==> src/rtl/control_sequencer.sv <==
`timescale 1ns/1ps
// control_sequencer
//
// Hardwired Moore control unit for a small 32-bit bus-based CPU. It runs a
// three-step fetch (T0..T2) and then up to five execute steps (EX1..EX5),
// according to the opcode in ir[31:27]. Every control output comes from a
// register, so the strobes change only on a rising clk edge or on clr.
//
// Ports
//   clk                  single clock, rising-edge active
//   clr                  asynchronous active-high reset
//   ir[31:0]             instruction register, opcode = ir[31:27]
//   con_ff               branch condition flag from the datapath
//   stop                 halt request, checked on the last execute step
//   pc_out, zlo_out, mdr_out, c_sign_extended_out, r_out
//                        bus drivers, at most one is active per state
//   ba_out               base-address read of the selected register (R0 = 0)
//   r_in                 write the selected register
//   gr_sel[2:0]          one-hot register field select {gra, grb, grc}
//   mar_enable, mdr_enable, ir_enable, y_enable, z_enable, pc_enable,
//   r8_enable, con_enable
//                        register load enables
//   read                 MDR source select (1 = memory, 0 = bus)
//   ram_write            memory write strobe
//   pc_increment         ALU computes PC+1
//   alu_op[4:0]          ALU operation, ADD except on add/sub EX2
//   run                  high while executing, low in reset and in HALT
module control_sequencer (
  input  logic        clk,
  input  logic        clr,
  input  logic [31:0] ir,
  input  logic        con_ff,
  input  logic        stop,
  output logic        pc_out,
  output logic        zlo_out,
  output logic        mdr_out,
  output logic        c_sign_extended_out,
  output logic        r_out,
  output logic        ba_out,
  output logic        r_in,
  output logic [2:0]  gr_sel,
  output logic        mar_enable,
  output logic        mdr_enable,
  output logic        read,
  output logic        ram_write,
  output logic        ir_enable,
  output logic        y_enable,
  output logic        z_enable,
  output logic        pc_enable,
  output logic        pc_increment,
  output logic        r8_enable,
  output logic        con_enable,
  output logic [4:0]  alu_op,
  output logic        run
);

  typedef enum logic [3:0] {
    ST_RST,
    ST_T0,
    ST_T1,
    ST_T2,
    ST_EX1,
    ST_EX2,
    ST_EX3,
    ST_EX4,
    ST_EX5,
    ST_HALT
  } state_t;

  // All registered control outputs, kept together so that one decode
  // function produces the complete control word of a state.
  typedef struct packed {
    logic       pc_out;
    logic       zlo_out;
    logic       mdr_out;
    logic       c_sign_extended_out;
    logic       r_out;
    logic       ba_out;
    logic       r_in;
    logic [2:0] gr_sel;
    logic       mar_enable;
    logic       mdr_enable;
    logic       read;
    logic       ram_write;
    logic       ir_enable;
    logic       y_enable;
    logic       z_enable;
    logic       pc_enable;
    logic       pc_increment;
    logic       r8_enable;
    logic       con_enable;
    logic [4:0] alu_op;
    logic       run;
  } ctl_t;

  localparam logic [4:0] OP_LD   = 5'b00000;
  localparam logic [4:0] OP_LDI  = 5'b00001;
  localparam logic [4:0] OP_ST   = 5'b00010;
  localparam logic [4:0] OP_ADD  = 5'b00011;
  localparam logic [4:0] OP_SUB  = 5'b00100;
  localparam logic [4:0] OP_BR   = 5'b10010;
  localparam logic [4:0] OP_JAL  = 5'b10011;
  localparam logic [4:0] OP_JR   = 5'b10100;
  localparam logic [4:0] OP_HALT = 5'b11011;

  localparam logic [4:0] ALU_ADD = 5'b00011;

  localparam logic [2:0] GRA = 3'b100;
  localparam logic [2:0] GRB = 3'b010;
  localparam logic [2:0] GRC = 3'b001;

  state_t     state;
  state_t     state_next;
  logic [4:0] opcode;
  logic [4:0] op_next;
  ctl_t       ctl;

  // Only the opcode field of ir matters here; the remaining bits feed the
  // datapath directly.
  logic unused_ir;
  assign unused_ir = ^ir[26:0];

  // Number of execute steps per opcode; nop and every undefined opcode
  // have none and return straight from T2 to T0.
  function automatic logic [2:0] exec_len(input logic [4:0] op);
    case (op)
      OP_LD, OP_ST:          exec_len = 3'd5;
      OP_LDI, OP_ADD, OP_SUB: exec_len = 3'd3;
      OP_BR:                 exec_len = 3'd4;
      OP_JAL:                exec_len = 3'd2;
      OP_JR:                 exec_len = 3'd1;
      default:               exec_len = 3'd0;
    endcase
  endfunction

  function automatic logic [2:0] ex_step(input state_t st);
    case (st)
      ST_EX1:  ex_step = 3'd1;
      ST_EX2:  ex_step = 3'd2;
      ST_EX3:  ex_step = 3'd3;
      ST_EX4:  ex_step = 3'd4;
      ST_EX5:  ex_step = 3'd5;
      default: ex_step = 3'd0;
    endcase
  endfunction

  // Control word for a given state and opcode. cond only matters for the
  // final step of br, where it gates the PC load.
  function automatic ctl_t decode(input state_t st, input logic [4:0] op,
                                  input logic cond);
    ctl_t c;
    c        = '0;
    c.alu_op = ALU_ADD;
    c.run    = 1'b1;
    case (st)
      ST_RST: c = '0;
      ST_HALT: c.run = 1'b0;
      ST_T0: begin
        c.pc_out       = 1'b1;
        c.mar_enable   = 1'b1;
        c.pc_increment = 1'b1;
        c.z_enable     = 1'b1;
      end
      ST_T1: begin
        c.zlo_out    = 1'b1;
        c.pc_enable  = 1'b1;
        c.read       = 1'b1;
        c.mdr_enable = 1'b1;
      end
      ST_T2: begin
        c.mdr_out   = 1'b1;
        c.ir_enable = 1'b1;
      end
      default: begin
        case (op)
          OP_LDI, OP_LD, OP_ST: begin
            case (st)
              ST_EX1: begin
                c.gr_sel   = GRB;
                c.ba_out   = 1'b1;
                c.y_enable = 1'b1;
              end
              ST_EX2: begin
                c.c_sign_extended_out = 1'b1;
                c.z_enable            = 1'b1;
              end
              ST_EX3: begin
                c.zlo_out = 1'b1;
                if (op == OP_LDI) begin
                  c.gr_sel = GRA;
                  c.r_in   = 1'b1;
                end else begin
                  c.mar_enable = 1'b1;
                end
              end
              ST_EX4: begin
                c.mdr_enable = 1'b1;
                if (op == OP_LD) begin
                  c.read = 1'b1;
                end else begin
                  c.gr_sel = GRA;
                  c.r_out  = 1'b1;
                end
              end
              ST_EX5: begin
                if (op == OP_LD) begin
                  c.mdr_out = 1'b1;
                  c.gr_sel  = GRA;
                  c.r_in    = 1'b1;
                end else begin
                  c.ram_write = 1'b1;
                end
              end
              default: ;
            endcase
          end
          OP_ADD, OP_SUB: begin
            case (st)
              ST_EX1: begin
                c.gr_sel   = GRB;
                c.r_out    = 1'b1;
                c.y_enable = 1'b1;
              end
              ST_EX2: begin
                c.gr_sel   = GRC;
                c.r_out    = 1'b1;
                c.z_enable = 1'b1;
                c.alu_op   = op;
              end
              ST_EX3: begin
                c.zlo_out = 1'b1;
                c.gr_sel  = GRA;
                c.r_in    = 1'b1;
              end
              default: ;
            endcase
          end
          OP_BR: begin
            case (st)
              ST_EX1: begin
                c.gr_sel     = GRA;
                c.r_out      = 1'b1;
                c.con_enable = 1'b1;
              end
              ST_EX2: begin
                c.pc_out   = 1'b1;
                c.y_enable = 1'b1;
              end
              ST_EX3: begin
                c.c_sign_extended_out = 1'b1;
                c.z_enable            = 1'b1;
              end
              ST_EX4: begin
                c.zlo_out   = 1'b1;
                c.pc_enable = cond;
              end
              default: ;
            endcase
          end
          OP_JR: begin
            if (st == ST_EX1) begin
              c.gr_sel    = GRA;
              c.r_out     = 1'b1;
              c.pc_enable = 1'b1;
            end
          end
          OP_JAL: begin
            case (st)
              ST_EX1: begin
                c.pc_out    = 1'b1;
                c.r8_enable = 1'b1;
              end
              ST_EX2: begin
                c.gr_sel    = GRA;
                c.r_out     = 1'b1;
                c.pc_enable = 1'b1;
              end
              default: ;
            endcase
          end
          default: ;
        endcase
      end
    endcase
    return c;
  endfunction

  // Next-state selection. In T2 the opcode is taken straight from ir, since
  // that is the value being latched on the same edge.
  always_comb begin
    op_next    = (state == ST_T2) ? ir[31:27] : opcode;
    state_next = state;
    case (state)
      ST_RST: state_next = ST_T0;
      ST_T0:  state_next = ST_T1;
      ST_T1:  state_next = ST_T2;
      ST_T2: begin
        if (op_next == OP_HALT) begin
          state_next = ST_HALT;
        end else if (exec_len(op_next) == 3'd0) begin
          state_next = ST_T0;
        end else begin
          state_next = ST_EX1;
        end
      end
      ST_EX1, ST_EX2, ST_EX3, ST_EX4, ST_EX5: begin
        if (ex_step(state) >= exec_len(opcode)) begin
          state_next = stop ? ST_HALT : ST_T0;
        end else begin
          state_next = state_t'(state + 4'd1);
        end
      end
      ST_HALT: state_next = ST_HALT;
      default: state_next = ST_RST;
    endcase
  end

  // State, latched opcode and the registered control word. The control word
  // is decoded for the state being entered, so the outputs line up with the
  // state for the whole cycle. The br PC load samples con_ff on the edge
  // into EX4; CON FF was loaded back in EX1, so it is stable by then.
  always_ff @(posedge clk or posedge clr) begin
    if (clr) begin
      state  <= ST_RST;
      opcode <= 5'b00000;
      ctl    <= '0;
    end else begin
      state <= state_next;
      if (state == ST_T2) begin
        opcode <= ir[31:27];
      end
      ctl <= decode(state_next, op_next, con_ff);
    end
  end

  assign pc_out              = ctl.pc_out;
  assign zlo_out             = ctl.zlo_out;
  assign mdr_out             = ctl.mdr_out;
  assign c_sign_extended_out = ctl.c_sign_extended_out;
  assign r_out               = ctl.r_out;
  assign ba_out              = ctl.ba_out;
  assign r_in                = ctl.r_in;
  assign gr_sel              = ctl.gr_sel;
  assign mar_enable          = ctl.mar_enable;
  assign mdr_enable          = ctl.mdr_enable;
  assign read                = ctl.read;
  assign ram_write           = ctl.ram_write;
  assign ir_enable           = ctl.ir_enable;
  assign y_enable            = ctl.y_enable;
  assign z_enable            = ctl.z_enable;
  assign pc_enable           = ctl.pc_enable;
  assign pc_increment        = ctl.pc_increment;
  assign r8_enable           = ctl.r8_enable;
  assign con_enable          = ctl.con_enable;
  assign alu_op              = ctl.alu_op;
  assign run                 = ctl.run;

endmodule

==> config.mk <==
export PLATFORM = sky130hd
export DESIGN_NAME = control_sequencer
export DESIGN_NICKNAME = d
export VERILOG_FILES = /design/src/rtl/control_sequencer.sv
export SDC_FILE = /design/constraint.sdc
export NUM_CORES = 1
export LEC_CHECK = 0
export CAP_MARGIN = 30
export CORE_MARGIN = 5
export CORE_UTILIZATION = 48
export DETAILED_ROUTE_END_ITERATION = 8
export PLACE_DENSITY = 0.79
export SYNTH_ARGS = -nofsm -noshare
export SYNTH_HDL_FRONTEND = slang
export SYNTH_SLANG_ARGS = --single-unit
==> constraint.sdc <==
create_clock -name clk -period 3.3 [get_ports clk]
set_input_delay 0.66 -clock clk [delete_from_list [all_inputs] [get_ports clk]]
set_output_delay 0.66 -clock clk [all_outputs]
set_load 0.1 [all_outputs]
==> results.py <==
metrics = {
    "cts": {
        "cts_buffer_depth": 2,
        "clock_sinks": 36,
        "cts_tree": "done",
        "h-tree-depth": 2,
        "numCtsBuffers": 5,
        "clk_pin_slew_ps": 70,
        "clock_latency_ps": 290,
        "cts-root-buf": "clkbuf_8",
        "postCtsSetupRepairBufs": 0,
        "cts-hold-fix-buffers": 0,
        "cts-resized-gates": 0,
    },
    "finish": {
        "nNetsFinal": 303,
        "fin_util_pct": 61.1,
        "seq_area_um2": 901,
        "syn_to_final_growth_pct": 22.6,
        "layout_common_cells": "43 x buf_4, 36 x dfrtp_1, 15 x nand2_1, 15 x nor2_1, 9 x a21oi_1",
        "drive_gt1_share_pct": 27.2,
        "final_common_cell": "buf_4",
        "fillers": 365,
        "antenna_cells": 0,
        "design_area_um2": 2660,
        "multi_input_area_um2": 1150,
    },
    "yosys": {
        "synth-edff-count": 0,
        "synth_cell_types": 62,
        "syn_inst": 215,
        "ys_warn_count": 0,
        "ys_ff_latch": 36,
        "async_flop_share_pct": 100,
        "syn_area_um2": 2170,
        "synth_ff_type": "dfrtp_1",
        "synth_area_per_cell_um2": 10.1,
        "ys_seq_area_share_pct": 41.5,
    },
    "detailed_routing": {
        "totalWireLength_um": 5000,
        "ant_nets": 0,
        "viasPerCell": 5.72,
        "wl_per_cell_um": 16.0,
        "drt_iter0_markers": 188,
        "drt_pass1_iterations": 4,
        "vias": 1790,
        "drc": 0,
    },
    "hold_path": {
        "holdPathStages": 2,
        "hold_path_end": "opcode[3]",
        "min_from": "opcode[3]",
        "hold_path.class": "flop to flop",
    },
    "floorplan": {
        "start_util_pct": 49.8,
        "rows": 24,
        "core_um2": 4350,
        "die_area_um2": 5960,
        "die_x_um": 77.2,
        "die_h_um": 77.2,
        "io_pins": 63,
    },
    "setup_path": {
        "crit_type": "flop to flop",
        "ff2ff_path_depth": 12,
        "critPathCaptureType": "flop",
        "r2r-end": "z_enable",
        "path_max_fanout": 13,
        "rr_startpoint": "opcode[0]",
        "required_ps": 3460,
        "rrSetupSlack_ps": 140,
        "arrival_ps": 3320,
        "start_kind": "flop",
        "critPathLaunch": "opcode[0]",
    },
    "outcome": {
        "status": "complete, no violations",
    },
    "pwr": {
        "powerDensity_nw_per_um2": 1220,
        "total_power_mw": 3.25,
        "cellLeakagePower_nw": 1.20,
        "peakVddDrop_mv": 0.534,
    },
    "sta": {
        "period_share_pct": 95.6,
        "slew_violations": 0,
        "slew_headroom_pct": 59.3,
        "setup_tns_ps": 0,
        "hold_viol": 0,
        "worst_slew_pin_slew_ps": 607,
        "setup_violations": 0,
        "clock-skew-final_ps": 3.85,
        "min_period_ps": 3160,
        "rsz0062_at_grt": "false",
        "fmax_mhz": 317,
    },
    "job": {
        "maxCapViolCount": 0,
    },
    "grt": {
        "gr-total-overflow": 0,
        "grt_pass1_vias": 1665,
        "grt_pass1_wl_um": 8350,
        "grt_max_degree": 37,
        "track_usage_pct": 17.4,
        "antenna_found_initial": 0,
    },
    "place": {
        "port_buffers": 35,
        "placed_cell_area_um2": 2550,
        "gp_congestion": 0.929,
        "hpwlAfterDp_um": 3700,
    },
}
-- kinds of logic (layout without fill, tap and decap cells) --
group | Yosys count | in the layout | synth area share [%]
compound gates | 47 | 47 | 17.6
buf+inv | 23 | 68 | 5.66
mux | 5 | 5 | 2.42
fa+ha+maj | 7 | 7 | 4.04
flops | 36 | 36 | 41.5
simple gates | 93 | 93 | 27.4
other cells | 1 | 2 | 0.173
xor+xnor | 3 | 3 | 1.21
-- state kept, by name, summed over array words and instances (netlist names), 3 cells and up --
signal and count:
alu_op 5, gr_sel 3, opcode 5, state 4
-- Yosys cell counts, types with 3 or more instances --
| cell type | count | area [um2] |
|---|---|---|
| nand3_1 | 6 | 30.0 |
| nand2b_1 | 6 | 37.5 |
| buf_2 | 5 | 25.0 |
| clkbuf_1 | 3 | 11.3 |
| nand3b_1 | 3 | 22.5 |
| a21oi_1 | 9 | 45.0 |
| nor3_1 | 8 | 40.0 |
| o21ai_0 | 4 | 20.0 |
| and2_1 | 3 | 18.8 |
| o211ai_1 | 6 | 45.0 |
| nand2_1 | 15 | 56.3 |
| dfrtp_1 | 36 | 901 |
| nand4_1 | 3 | 18.8 |
| buf_4 | 4 | 30.0 |
| a211oi_1 | 4 | 30.0 |
| inv_1 | 7 | 26.3 |
| nor2_1 | 15 | 56.3 |
| or3_1 | 5 | 31.3 |
| mux2i_1 | 3 | 30.0 |
| o21a_1 | 4 | 30.0 |
| ha_1 | 7 | 87.6 |
| nor2b_1 | 6 | 37.5 |
-- worst max-delay path: stages, from the launching register on --
cell	delay, ps
dfrtp_1	380
or3b_2	520
o21ai_0	120
nand2_1	80
a21o_1	180
ha_1	260
nand2_1	150
o2111ai_1	220
and3_1	350
inv_2	190
nand3_1	120
a21oi_1	100
or3_1	370
-- where the power goes --
group	internal (mW)	switching, mW
combinational	0.723	1.47
clock	0.224	0.152
sequential	0.581	0.0997
-- routing by layer --
metal	track usage [%]	wire, um	vias to the layer above
met5	0	0	-
met4	6.36	104	0
met3	5.74	421	11
met2	26.0	2370	80
met1	23.4	2110	836
li1	-	-	863
-- how the worst max path moves through the flow --
stage	end	slack [ps]	cells past startpoint
after global placement	z_enable	270	12
after detailed placement	z_enable	200	12
after CTS	z_enable	180	12
after floorplan	z_enable	280	14
final	z_enable	140	12
after global routing	z_enable	10	12
-- final cells by class --
| cell class | instances | share of cell area [%] |
|---|---|---|
| Multi-Input combinational cell | 157 | 43.2 |
| Sequential cell | 36 | 33.9 |
| Timing Repair Buffer | 51 | 15.2 |
| Clock buffer | 6 | 2.73 |
| Tap cell | 52 | 2.45 |
| Clock inverter | 2 | 1.32 |
| Inverter | 9 | 1.27 |
-- stage by stage --
step,setup slack [ps],hold WS (ps),std cells
2_1_floorplan,284,551,216
3_3_place_gp,273,618,305
3_5_place_dp,197,619,305
4_1_cts,177,636,313
5_1_grt,10.8,688,313
6_report,144,643,313
Power figures use the tool's default switching activity.
